### src/rtl/axi4_master_bridge.sv
// AXI4 initiator bridging a simple core request/response port onto AXI4 master channels.
// Single transaction in flight: INCR read bursts or single-beat strobed writes.
module axi4_master_bridge #(
    parameter int          ADDR_W = 32,
    parameter int          DATA_W = 32,
    parameter logic [3:0]  AXI_ID = 4'd0
) (
    input  logic                  clock,
    input  logic                  reset,
    input  logic                  req_valid,
    output logic                  req_ready,
    input  logic                  req_wen,
    input  logic [ADDR_W-1:0]     req_addr,
    input  logic [7:0]            req_len,
    input  logic [2:0]            req_size,
    input  logic [DATA_W-1:0]     req_wdata,
    input  logic [DATA_W/8-1:0]   req_wstrb,
    output logic                  rsp_valid,
    input  logic                  rsp_ready,
    output logic [DATA_W-1:0]     rsp_rdata,
    output logic                  rsp_last,
    output logic                  rsp_err,
    output logic                  proto_err,
    output logic [3:0]            io_master_awid,
    output logic [ADDR_W-1:0]     io_master_awaddr,
    output logic [7:0]            io_master_awlen,
    output logic [2:0]            io_master_awsize,
    output logic [1:0]            io_master_awburst,
    output logic                  io_master_awvalid,
    input  logic                  io_master_awready,
    output logic [DATA_W-1:0]     io_master_wdata,
    output logic [DATA_W/8-1:0]   io_master_wstrb,
    output logic                  io_master_wlast,
    output logic                  io_master_wvalid,
    input  logic                  io_master_wready,
    input  logic [3:0]            io_master_bid,
    input  logic [1:0]            io_master_bresp,
    input  logic                  io_master_bvalid,
    output logic                  io_master_bready,
    output logic [3:0]            io_master_arid,
    output logic [ADDR_W-1:0]     io_master_araddr,
    output logic [7:0]            io_master_arlen,
    output logic [2:0]            io_master_arsize,
    output logic [1:0]            io_master_arburst,
    output logic                  io_master_arvalid,
    input  logic                  io_master_arready,
    input  logic [3:0]            io_master_rid,
    input  logic [DATA_W-1:0]     io_master_rdata,
    input  logic [1:0]            io_master_rresp,
    input  logic                  io_master_rlast,
    input  logic                  io_master_rvalid,
    output logic                  io_master_rready
);

    typedef enum logic [2:0] {IDLE, AR, R, AW_W, B} state_t;

    state_t                state_q, state_d;
    logic [ADDR_W-1:0]     addr_q, addr_d;
    logic [7:0]            len_q, len_d;
    logic [2:0]            size_q, size_d;
    logic [DATA_W-1:0]     wdata_q, wdata_d;
    logic [DATA_W/8-1:0]   wstrb_q, wstrb_d;
    logic [7:0]            cnt_q, cnt_d;
    logic                  aw_done_q, aw_done_d;
    logic                  w_done_q, w_done_d;
    logic                  proto_err_q, proto_err_d;

    always_ff @(posedge clock or negedge reset) begin
        if (!reset) begin
            state_q     <= IDLE;
            addr_q      <= '0;
            len_q       <= '0;
            size_q      <= '0;
            wdata_q     <= '0;
            wstrb_q     <= '0;
            cnt_q       <= '0;
            aw_done_q   <= 1'b0;
            w_done_q    <= 1'b0;
            proto_err_q <= 1'b0;
        end else begin
            state_q     <= state_d;
            addr_q      <= addr_d;
            len_q       <= len_d;
            size_q      <= size_d;
            wdata_q     <= wdata_d;
            wstrb_q     <= wstrb_d;
            cnt_q       <= cnt_d;
            aw_done_q   <= aw_done_d;
            w_done_q    <= w_done_d;
            proto_err_q <= proto_err_d;
        end
    end

    always_comb begin
        state_d     = state_q;
        addr_d      = addr_q;
        len_d       = len_q;
        size_d      = size_q;
        wdata_d     = wdata_q;
        wstrb_d     = wstrb_q;
        cnt_d       = cnt_q;
        aw_done_d   = aw_done_q;
        w_done_d    = w_done_q;
        proto_err_d = proto_err_q;
        case (state_q)
            IDLE: if (req_valid) begin
                addr_d    = req_addr;
                len_d     = req_len;
                size_d    = req_size;
                wdata_d   = req_wdata;
                wstrb_d   = req_wstrb;
                cnt_d     = '0;
                aw_done_d = 1'b0;
                w_done_d  = 1'b0;
                state_d   = req_wen ? AW_W : AR;
            end
            AR: if (io_master_arready) begin
                cnt_d   = '0;
                state_d = R;
            end
            R: if (io_master_rvalid && rsp_ready) begin
                if (cnt_q != 8'hFF) cnt_d = cnt_q + 8'd1;
                // rlast on the wrong beat, or the expected last beat without rlast, flags the slave
                if (io_master_rlast) begin
                    state_d = IDLE;
                    if (cnt_q != len_q) proto_err_d = 1'b1;
                end else if (cnt_q == len_q) begin
                    proto_err_d = 1'b1;
                end
            end
            AW_W: begin
                if (io_master_awready) aw_done_d = 1'b1;
                if (io_master_wready)  w_done_d  = 1'b1;
                if (aw_done_d && w_done_d) state_d = B;
            end
            B: if (io_master_bvalid && rsp_ready) state_d = IDLE;
            default: state_d = IDLE;
        endcase
    end

    always_comb begin
        rsp_valid        = 1'b0;
        rsp_rdata        = '0;
        rsp_last         = 1'b0;
        rsp_err          = 1'b0;
        io_master_rready = 1'b0;
        io_master_bready = 1'b0;
        if (state_q == R) begin
            io_master_rready = rsp_ready;
            rsp_valid        = io_master_rvalid;
            rsp_rdata        = io_master_rdata;
            rsp_last         = io_master_rlast;
            rsp_err          = (io_master_rresp != 2'b00);
        end else if (state_q == B) begin
            io_master_bready = rsp_ready;
            rsp_valid        = io_master_bvalid;
            rsp_last         = 1'b1;
            rsp_err          = (io_master_bresp != 2'b00);
        end
    end

    assign req_ready         = (state_q == IDLE);
    assign proto_err         = proto_err_q;

    assign io_master_arid    = AXI_ID;
    assign io_master_araddr  = addr_q;
    assign io_master_arlen   = len_q;
    assign io_master_arsize  = size_q;
    assign io_master_arburst = 2'b01;
    assign io_master_arvalid = (state_q == AR);

    assign io_master_awid    = AXI_ID;
    assign io_master_awaddr  = addr_q;
    assign io_master_awlen   = 8'd0;
    assign io_master_awsize  = size_q;
    assign io_master_awburst = 2'b01;
    assign io_master_awvalid = (state_q == AW_W) && !aw_done_q;

    assign io_master_wdata   = wdata_q;
    assign io_master_wstrb   = wstrb_q;
    assign io_master_wlast   = 1'b1;
    assign io_master_wvalid  = (state_q == AW_W) && !w_done_q;

endmodule

### config.mk
export PLATFORM = sky130hd
export DESIGN_NAME = axi4_master_bridge
export DESIGN_NICKNAME = d
export VERILOG_FILES = /design/src/rtl/axi4_master_bridge.sv
export SDC_FILE = /design/constraint.sdc
export NUM_CORES = 1
export LEC_CHECK = 0
export CAP_MARGIN = 20
export CORE_AREA = 10 10 112 114
export CTS_CLUSTER_SIZE = 20
export DETAILED_ROUTE_END_ITERATION = 10
export DIE_AREA = 0 0 122 124
export DONT_BUFFER_PORTS = 1
export GPL_ROUTABILITY_DRIVEN = 0
export GPL_TIMING_DRIVEN = 0
export PLACE_DENSITY = 0.64
export SETUP_SLACK_MARGIN = 0.3
export SLEW_MARGIN = 20
export SYNTH_ARGS = -nofsm -noshare
export SYNTH_HDL_FRONTEND = slang
export SYNTH_SLANG_ARGS = --single-unit
### constraint.sdc
create_clock -name clock -period 1.9 [get_ports clock]
set_input_delay 0.19 -clock clock [delete_from_list [all_inputs] [get_ports clock]]
set_output_delay 0.19 -clock clock [all_outputs]
set_load 0.02 [all_outputs]
Word-level counts from Yosys, hierarchy flattened:

Cells that the tools add are included.
W data, S select, Z words.

* register bits after elaboration: 93
* output and inout port bits: 177

* add/subtract/negate cells: 1
* equal/unequal tests: 15
* mux-type cells: 33
* reductions and logical operators: 18

Operators by type and width (count)
* $mux W32: 1
* $mux W8: 4
* $pmux W8 S3: 1
* $mux W3: 6
* $mux W1: 17
* $pmux W3 S5: 1
* $ne A2 B2 Y1 const B: 6
* $add A8 B1 Y8 const B: 1
* $eq A8 B8 Y1: 1
* $ne A8 B8 Y1: 1
* $ne A8 B8 Y1 const B: 1
* $reduce_bool A2 Y1: 4
* $eq A3 B2 Y1 const B: 2
* $reduce_and A6 Y1: 1
* $logic_and A1 B1 Y1: 5
* $reduce_and A5 Y1: 1
* $ne A2 B1 Y1 const B: 2
* $pmux W1 S2: 2
* $reduce_and A2 Y1: 2
* $reduce_and A4 Y1: 1
* $eq A3 B1 Y1 const B: 1
* $eq A3 B3 Y1 const B: 1
* $logic_not A3 Y1: 1
* $reduce_bool A3 Y1: 1
* 2 further kinds: 3

Depth between registers and ports, before layout:

Gate-level depths: netlist of run 1.

* depth after elaboration: 5
* gate-level depth with buffers: 6
* depth with buffers taken out: 5

Worst setup path after synthesis of run 1:

Ideal clock, no wire load.

* path type: register -> register
* start: register state_q[2]
* end: register cnt_q[2]
* arrival time: 1.553 ns
* required time: 1.774 ns
* path slack: 0.221 ns
* stages on the path, launching flop included: 7
* path buffers: 2
* cell sequence: dfrtp_1 -> buf_4 -> nor3b_4 -> o2111ai_2 -> o31a_1 -> buf_6 -> a221o_1

* longest elaborated chain between the ends: 3

RTL lines
* from (decl): line 57 `state_t state_q, state_d;`
* from (signal assigned): line 81 `state_q <= state_d;`
* $eq A3 B2 Y1 (tied with other cells): line 105 `case (state_q)`
* $ne A2 B2 Y1 (no source line) (tied with other cells)
* $reduce_and A5 Y1 (no source line)
* to (signal assigned): line 87 `cnt_q <= cnt_d;`
* to (decl): line 63 `logic [7:0] cnt_q, cnt_d;`

Parallel ways exist; a longest one is shown, timed or not.
A chain may end at the register's enable or synchronous reset.

Worst setup path after layout of run 1:

* start: register state_q[2]
* end: register addr_q[9], in the netlist io_master_araddr[9]

* longest elaborated chain between the ends: 2

RTL lines
* $logic_not A3 Y1: line 105
* $reduce_and A2 Y1 (no source line)
* to (signal assigned): line 82 `addr_q <= addr_d;`
* to (decl): line 58 `logic [ADDR_W-1:0] addr_q, addr_d;`

No other way between the ends.

==> results of run 1 <==
-- what timing repair did --
item | 4_1_cts | 5_1_grt
cloned | 4 | 3
endpoints found under the setup margin | 131 | 130
resized for setup | 153 | 35
pin swaps | 42 | 11
buffers inserted | 25 | 5
hold endpoints to repair | 174 | 93
-- kinds of logic after synthesis --
logic type / Yosys count / share of synthesized area (%)
flip-flops: 93 / 51.5
AND/OR/NAND/NOR: 82 / 9.97
multiplexers: 81 / 20.1
buffers and inverters: 76 / 11.4
AO/OA/AOI/OAI: 31 / 4.93
XOR/XNOR: 8 / 1.55
other: 2 / 0.166
adder cells (fa/ha/maj): 1 / 0.277
-- synthesized netlist by cell type, drive strengths merged --
| cell type | number | area, µm² |
|---|---|---|
| o2111ai | 1 | 15.0 |
| nor3b | 2 | 26.3 |
| nand3 | 8 | 40.0 |
| a21oi | 8 | 40.0 |
| xor2 | 8 | 70.1 |
| nand2b | 1 | 6.26 |
| o22a | 3 | 26.3 |
| nand2 | 12 | 45.0 |
| nor3 | 3 | 15.0 |
| a21o | 4 | 30.0 |
| inv | 2 | 7.51 |
| mux2i | 2 | 20.0 |
| mux2 | 79 | 890 |
| buf | 66 | 479 |
| a221oi | 1 | 8.76 |
| a221o | 1 | 10.0 |
| nor4 | 2 | 12.5 |
| o31a | 1 | 8.76 |
| and3 | 1 | 6.26 |
| a311o | 1 | 10.0 |
| and2 | 34 | 213 |
| nor2b | 4 | 25.0 |
| nand4 | 2 | 12.5 |
| ha | 1 | 12.5 |
| o221ai | 1 | 8.76 |
| o41ai | 1 | 8.76 |
| o31ai | 1 | 7.51 |
| a22oi | 1 | 7.51 |
| o211ai | 1 | 7.51 |
| clkbuf | 8 | 30.0 |
| o21ai | 5 | 25.0 |
| conb | 2 | 7.51 |
| a311oi | 1 | 8.76 |
| dfrtp | 93 | 2330 |
| nor2 | 13 | 48.8 |
-- layout make-up --
cell class / count / area (µm²)
flip-flops and latches: 93 / 2330
clock inverters: 4 / 55.1
inverters: 2 / 7.51
well taps: 136 / 170
multi-input cells: 224 / 2060
clock buffers: 12 / 155
fillers: 716 / 3540
repair buffers: 118 / 1220
plain buffers: 74 / 692
-- sequential cells by signal, summed over array words and instances, names as in the netlist --
name and count:
aw_done_q 1, cnt_q 8, io_master_araddr 32, io_master_arlen 8, io_master_arsize 3, io_master_wdata 32
io_master_wstrb 4, proto_err 1, state_q 3, w_done_q 1
-- where the power goes --
part	total [mW]	switching, mW	internal (mW)
logic	6.21	2.81	3.40
clock network	1.37	0.681	0.688
registers	5.11	2.16	2.95
-- per-stage QoR --
| step | area (µm²) | instances | util, % | hold slack [ns] |
|---|---|---|---|---|
| global placement | 4760 | 529 | 46.5 | -0.102 |
| floorplan | 4590 | 393 | - | -0.106 |
| detailed placement | 4760 | 529 | 46.5 | -0.103 |
| CTS | 6450 | 655 | 63.1 | -0.504 |
| global route | 6690 | 663 | 65.4 | -0.516 |
| finish | 6690 | 663 | 65.4 | -0.480 |
-- per-layer routing --
metal  up-vias  GRT usage [%]  part of all wire (%)
met3        25           10.0                    12
li1       1494              -                     -
met2       207           35.4                    53
met5         -              0                     0
met4         0           7.08                   1.8
met1      1678           19.2                    33
-- critical path: stages, from the launching register on --
cell	delay [ns]
dfrtp_1	0.38
buf_6	0.13
buf_4	0.14
nor2_4	0.09
nand2_2	0.08
nor2_4	0.10
buf_12	0.17
buf_12	0.14
clkbuf_16	0.14
mux2_2	0.32
-- final timing paths --
check,from,end
setup / recovery,state_q[2],io_master_araddr[9]
hold / removal,reset,io_master_araddr[23]
setup reg to reg,state_q[2],io_master_araddr[9]
hold reg to reg,cnt_q[1],cnt_q[1]
max in group asynchronous,reset,io_master_arlen[6]
min in group clock,io_master_rlast,proto_err
==> impl_table.tex, run 1 <==
\begin{tabular}{lr}
\hline
Metric & Value \\
\hline
\multicolumn{2}{l}{\textbf{Yosys}} \\
\quad Number of cells produced by synthesis & 374 \\
\quad Sequential-to-total area share from yosys stat & 51.5\% \\
\quad Mean instance size in the synthesized netlist & 12.1 µm² \\
\quad Yosys warning count & 0 \\
\quad Number of library cell types mapped by synthesis & 38 \\
\quad Flip-flop and latch count after synthesis & 93 \\
\quad Post-synthesis instance area & 4520 µm² \\
\multicolumn{2}{l}{\textbf{Power and ir drop}} \\
\quad Maximum ir drop on the vdd rail & 1.02 mV \\
\quad Leak pwr & 3.05 nW \\
\quad Total power of the final layout & 12.7 mW \\
\quad Power density over the cells & 1900 nW/µm² \\
\multicolumn{2}{l}{\textbf{CTS}} \\
\quad Largest buffer count on any clock path & 2 \\
\quad Number of buffers created by CTS & 9 \\
\quad Later-pin clock latency in the skew report & 0.35 ns \\
\quad Clock root buffer & clkbuf\_8 \\
\quad Total clock sinks & 93 \\
\quad Number of buffers added to fix hold violations after cts & 81 \\
\quad CTS tree & built \\
\quad CTS HTree Levels & 3 \\
\quad Clock-pin slew reported for the worst setup and hold paths after clock tree synthesis & 0.09 ns \\
\multicolumn{2}{l}{\textbf{Floorplan}} \\
\quad Chip Height & 124 µm \\
\quad Floorplan die area & 15100 µm² \\
\quad Die Wd & 122 µm \\
\quad Placeable core region & 10200 µm² \\
\quad Number of top-level pins & 311 \\
\quad Starting utilization of the core area & 44.1\% \\
\quad Core Rows & 37 \\
\multicolumn{2}{l}{\textbf{Global route}} \\
\quad Global-route wire length before repair & 23.1 mm \\
\quad Total gr overflow & 0 \\
\quad Vias in the first global route & 3733 \\
\quad Global-route usage over all layers & 19.8\% \\
\quad Antenna violations before repair & 0 \\
\quad Largest net degree at the start of global routing & 94 \\
\multicolumn{2}{l}{\textbf{Detailed routing}} \\
\quad DRC violations left & 0 \\
\quad Average wire length per cell after detail routing & 24.5 µm \\
\quad Total vias in the final route & 3404 \\
\quad Remaining number of nets flagged by the antenna check after routing & 0 \\
\quad Average via count per standard cell & 5.13 \\
\quad Pre-Repair DR Iteration Count & 4 \\
\quad Routed wire length & 16.2 mm \\
\quad Starting DRC count in detailed routing & 139 \\
\multicolumn{2}{l}{\textbf{Setup path}} \\
\quad Kind of end point of the critical path & flip-flop \\
\quad Worst endpoint required time & 2.15 ns \\
\quad Highest net fanout along the worst path & 9 \\
\quad Critical Setup Path Class & flip-flop to flip-flop \\
\quad Setup crit start kind & flip-flop \\
\quad Worst reg-to-reg path cell count & 9 \\
\quad CP arrival & 2.06 ns \\
\quad Worst-case register-to-register setup slack & 0.09 ns \\
\multicolumn{2}{l}{\textbf{Timing}} \\
\quad Maximum achievable frequency & 551 MHz \\
\quad Final period utilization & 95.4\% \\
\quad Setup repair after global routing missed its margin & yes \\
\quad Shortest clock period the worst path allows after layout & 1.81 ns \\
\quad Total negative setup slack & 0 ns \\
\quad Final setup violation count & 0 \\
\quad Post-layout worst setup margin & 0.0867 ns \\
\quad Worst hold-check slack & -0.480 ns \\
\quad Number of max-slew violations in the final report & 0 \\
\quad Endpoints failing hold & 93 \\
\quad Setup Skew & 0.00863 ns \\
\multicolumn{2}{l}{\textbf{Worst hold path}} \\
\quad Worst hold-check path type & input pin to asynchronous set/reset pin \\
\multicolumn{2}{l}{\textbf{Placed design}} \\
\quad Buffers on Ports & 0 \\
\quad Worst-case setup slack after placement & -0.338 ns \\
\quad Final HPWL from detailed placement & 11.1 mm \\
\multicolumn{2}{l}{\textbf{Finish}} \\
\quad Most frequent cells in the layout & dfrtp\_1, buf\_4, dlygate4sd3\_1 \\
\quad Relative area change from synthesis to final layout & 48.1\% \\
\quad Leading cell type in the layout, fill and taps excluded & dfrtp\_1 \\
\quad Post-layout nets & 657 \\
\quad Count of antenna diodes in the layout & 0 \\
\quad Fraction of final layout cells sized beyond drive strength 1 & 50.7\% \\
\multicolumn{2}{l}{\textbf{Status}} \\
\quad Failing checks & negative hold slack \\
\quad Outcome & complete, but fails checks \\
\multicolumn{2}{l}{\textbf{Run}} \\
\quad Total of max-cap violations & 0 \\
\hline
\end{tabular}
(Power assumes the default switching activity.)
==> run 2, diff against run 1 <==
Clock period 1.9 ns to 2.19 ns, I/O delays scaled along.
==> run 2 against run 1 <==
  * The run still ends with negative hold slack left
  * Largest power group is now registers
  * Largest cell class unchanged
  * Non-clock buffer count down 75
  * Clock power down 23%
  * Power down 25%
  * Utilization down 11 points
  * Flip-flop and latch count unchanged
==> impl_table.tex, run 2 (synthesis gave the netlist of run 1 again) <==
\begin{tabular}{lr}
\hline
Metric & Value \\
\hline
\multicolumn{2}{l}{\textbf{Setup path}} \\
\quad Worst endpoint required time & 1.97 ns (-0.18 ns) \\
\quad Kind of end point of the critical path & primary output \\
\quad Highest net fanout along the worst path & 10 (+1) \\
\quad Critical R2R Launch & state\_q[2] \\
\quad CP arrival & 1.59 ns (-0.47 ns) \\
\quad Critical Setup Path Class & flip-flop to primary output \\
\quad Setup crit start kind & flip-flop \\
\quad Worst setup path startpoint & state\_q[1] \\
\multicolumn{2}{l}{\textbf{Finish}} \\
\quad Most frequent cells in the layout & dfrtp\_1, mux2\_2, buf\_4 \\
\quad Relative area change from synthesis to final layout & 23.3\% \\
\quad Fraction of final layout cells sized beyond drive strength 1 & 48.0\% (-2.7 points) \\
\quad Core utilization of the finished layout & 54.4\% (-11 points) \\
\quad Leading cell type in the layout, fill and taps excluded & dfrtp\_1 \\
\quad Final instance area & 5570 µm² (-17\%) \\
\quad Count of antenna diodes in the layout & 0 (unchanged) \\
\quad Number of standard cells in the layout, taps in and fillers out & 588 (-11\%) \\
\quad Post-layout nets & 582 (-11\%) \\
\multicolumn{2}{l}{\textbf{Placed design}} \\
\quad Buffers on Ports & 0 (unchanged) \\
\quad Worst-case setup slack after placement & -0.0915 ns (+0.246 ns) \\
\quad Cell area after placement & 4760 µm² (about the same) \\
\quad Final HPWL from detailed placement & 10.1 mm (-9.2\%) \\
\quad Placed instance count & 529 (unchanged) \\
\multicolumn{2}{l}{\textbf{Global route}} \\
\quad Vias in the first global route & 3240 (-13\%) \\
\quad Global-route usage over all layers & 15.5\% (-4.2 points) \\
\quad Largest net degree at the start of global routing & 94 (unchanged) \\
\quad Global-route wire length before repair & 18.7 mm (-19\%) \\
\quad Antenna violations before repair & 0 (unchanged) \\
\quad Total gr overflow & 0 (unchanged) \\
\multicolumn{2}{l}{\textbf{Timing}} \\
\quad Total negative setup slack & 0 ns (unchanged) \\
\quad Worst hold-check slack & -0.444 ns (+0.0360 ns) \\
\quad Number of max-slew violations in the final report & 0 (unchanged) \\
\quad Final setup violation count & 0 (unchanged) \\
\quad Post-layout worst setup margin & 0.376 ns (+0.290 ns) \\
\quad Setup Skew & 0.00686 ns (-0.00177 ns) \\
\quad Maximum achievable frequency & 551 MHz \\
\quad Setup repair after global routing missed its margin & yes \\
\quad Endpoints failing hold & 93 (unchanged) \\
\quad Final period utilization & 82.8\% \\
\quad Shortest clock period the worst path allows after layout & 1.81 ns \\
\multicolumn{2}{l}{\textbf{CTS}} \\
\quad Later-pin clock latency in the skew report & 0.34 ns (about the same) \\
\quad CTS tree & built \\
\quad CTS HTree Levels & 3 (unchanged) \\
\quad Number of buffers created by CTS & 9 (unchanged) \\
\quad Clock root buffer & clkbuf\_8 \\
\quad Largest buffer count on any clock path & 2 (unchanged) \\
\quad Clock-pin slew reported for the worst setup and hold paths after clock tree synthesis & 0.09 ns (about the same) \\
\quad Total clock sinks & 93 (unchanged) \\
\multicolumn{2}{l}{\textbf{Floorplan}} \\
\quad Chip Height & 124 µm (unchanged) \\
\quad Floorplan die area & 15100 µm² (unchanged) \\
\quad Core Rows & 37 (unchanged) \\
\quad Die Wd & 122 µm (unchanged) \\
\quad Placeable core region & 10200 µm² (unchanged) \\
\quad Number of top-level pins & 311 (unchanged) \\
\quad Starting utilization of the core area & 44.1\% (unchanged) \\
\multicolumn{2}{l}{\textbf{Power and ir drop}} \\
\quad Total power of the final layout & 9.49 mW (-25\%) \\
\quad Power density over the cells & 1700 nW/µm² (-10\%) \\
\quad Maximum ir drop on the vdd rail & 0.828 mV (-19\%) \\
\quad Leak pwr & 2.52 nW (-17\%) \\
\multicolumn{2}{l}{\textbf{Detailed routing}} \\
\quad Total vias in the final route & 2965 (-13\%) \\
\quad Routed wire length & 13.1 mm (-19\%) \\
\quad Average wire length per cell after detail routing & 22.3 µm (-9.0\%) \\
\quad Starting DRC count in detailed routing & 93 (-33\%) \\
\quad Pre-Repair DR Iteration Count & 4 (unchanged) \\
\quad Average via count per standard cell & 5.04 (-1.8\%) \\
\quad DRC violations left & 0 (unchanged) \\
\quad Remaining number of nets flagged by the antenna check after routing & 0 (unchanged) \\
\multicolumn{2}{l}{\textbf{Run}} \\
\quad Total of max-cap violations & 0 (unchanged) \\
\multicolumn{2}{l}{\textbf{Status}} \\
\quad Outcome & complete, but fails checks \\
\quad Failing checks & negative hold slack \\
\multicolumn{2}{l}{\textbf{Worst hold path}} \\
\quad Worst hold-check path type & input pin to asynchronous set/reset pin \\
\hline
\end{tabular}
## run 2: worst paths after layout
check	slack, ns	end	cells past startpoint
max in group asynchronous	2.49	state_q[0]	0
worst max-delay path	0.38	rsp_err	5
worst min register to register	0.60	cnt_q[1]	2
worst min-delay path	-0.44	io_master_araddr[20]	0
worst max register to register	0.41	cnt_q[2]	7
min in group clock	0.02	io_master_wdata[28]	1
## run 2: worst max-delay path, cell delays in order (launching register included)
cell and delay, ns:
dfrtp_2 0.39, clkbuf_4 0.20, inv_1 0.09, nor2_2 0.14, o21ai_0 0.12, a21oi_2 0.31
## run 2: final cells by class
cell class	instances	area [µm²]
plain buffers	74	554
clock buffers	12	145
clock inverters	4	32.5
fillers	886	4660
inverters	2	7.51
multi-input cells	224	1890
flip-flops and latches	93	2330
well taps	136	170
repair buffers	43	434
## run 2: timing repair
item | CTS | global route
resized for setup | 54 | 55
endpoints found under the hold margin | 125 | 99
pin swaps | 2 | 5
setup buffers | 3 | 2
hold buffers | 32 | 6
setup endpoints to repair | 120 | 110
## run 2: report_power, final
group	leakage (nW)	total (mW)	internal, mW	switching, mW
clock network	0.0832	1.05	0.452	0.595
logic	1.32	4.09	2.03	2.06
registers	1.11	4.35	2.56	1.79
total	2.52	9.49	5.04	4.45
## run 2: routing by layer
metal	part of all wire (%)	routed length, µm	global-route usage (%)
met5	0	0	0
met4	0.87	114	4.77
met3	14	1790	9.00
met2	51	6730	26.7
met1	34	4450	15.7
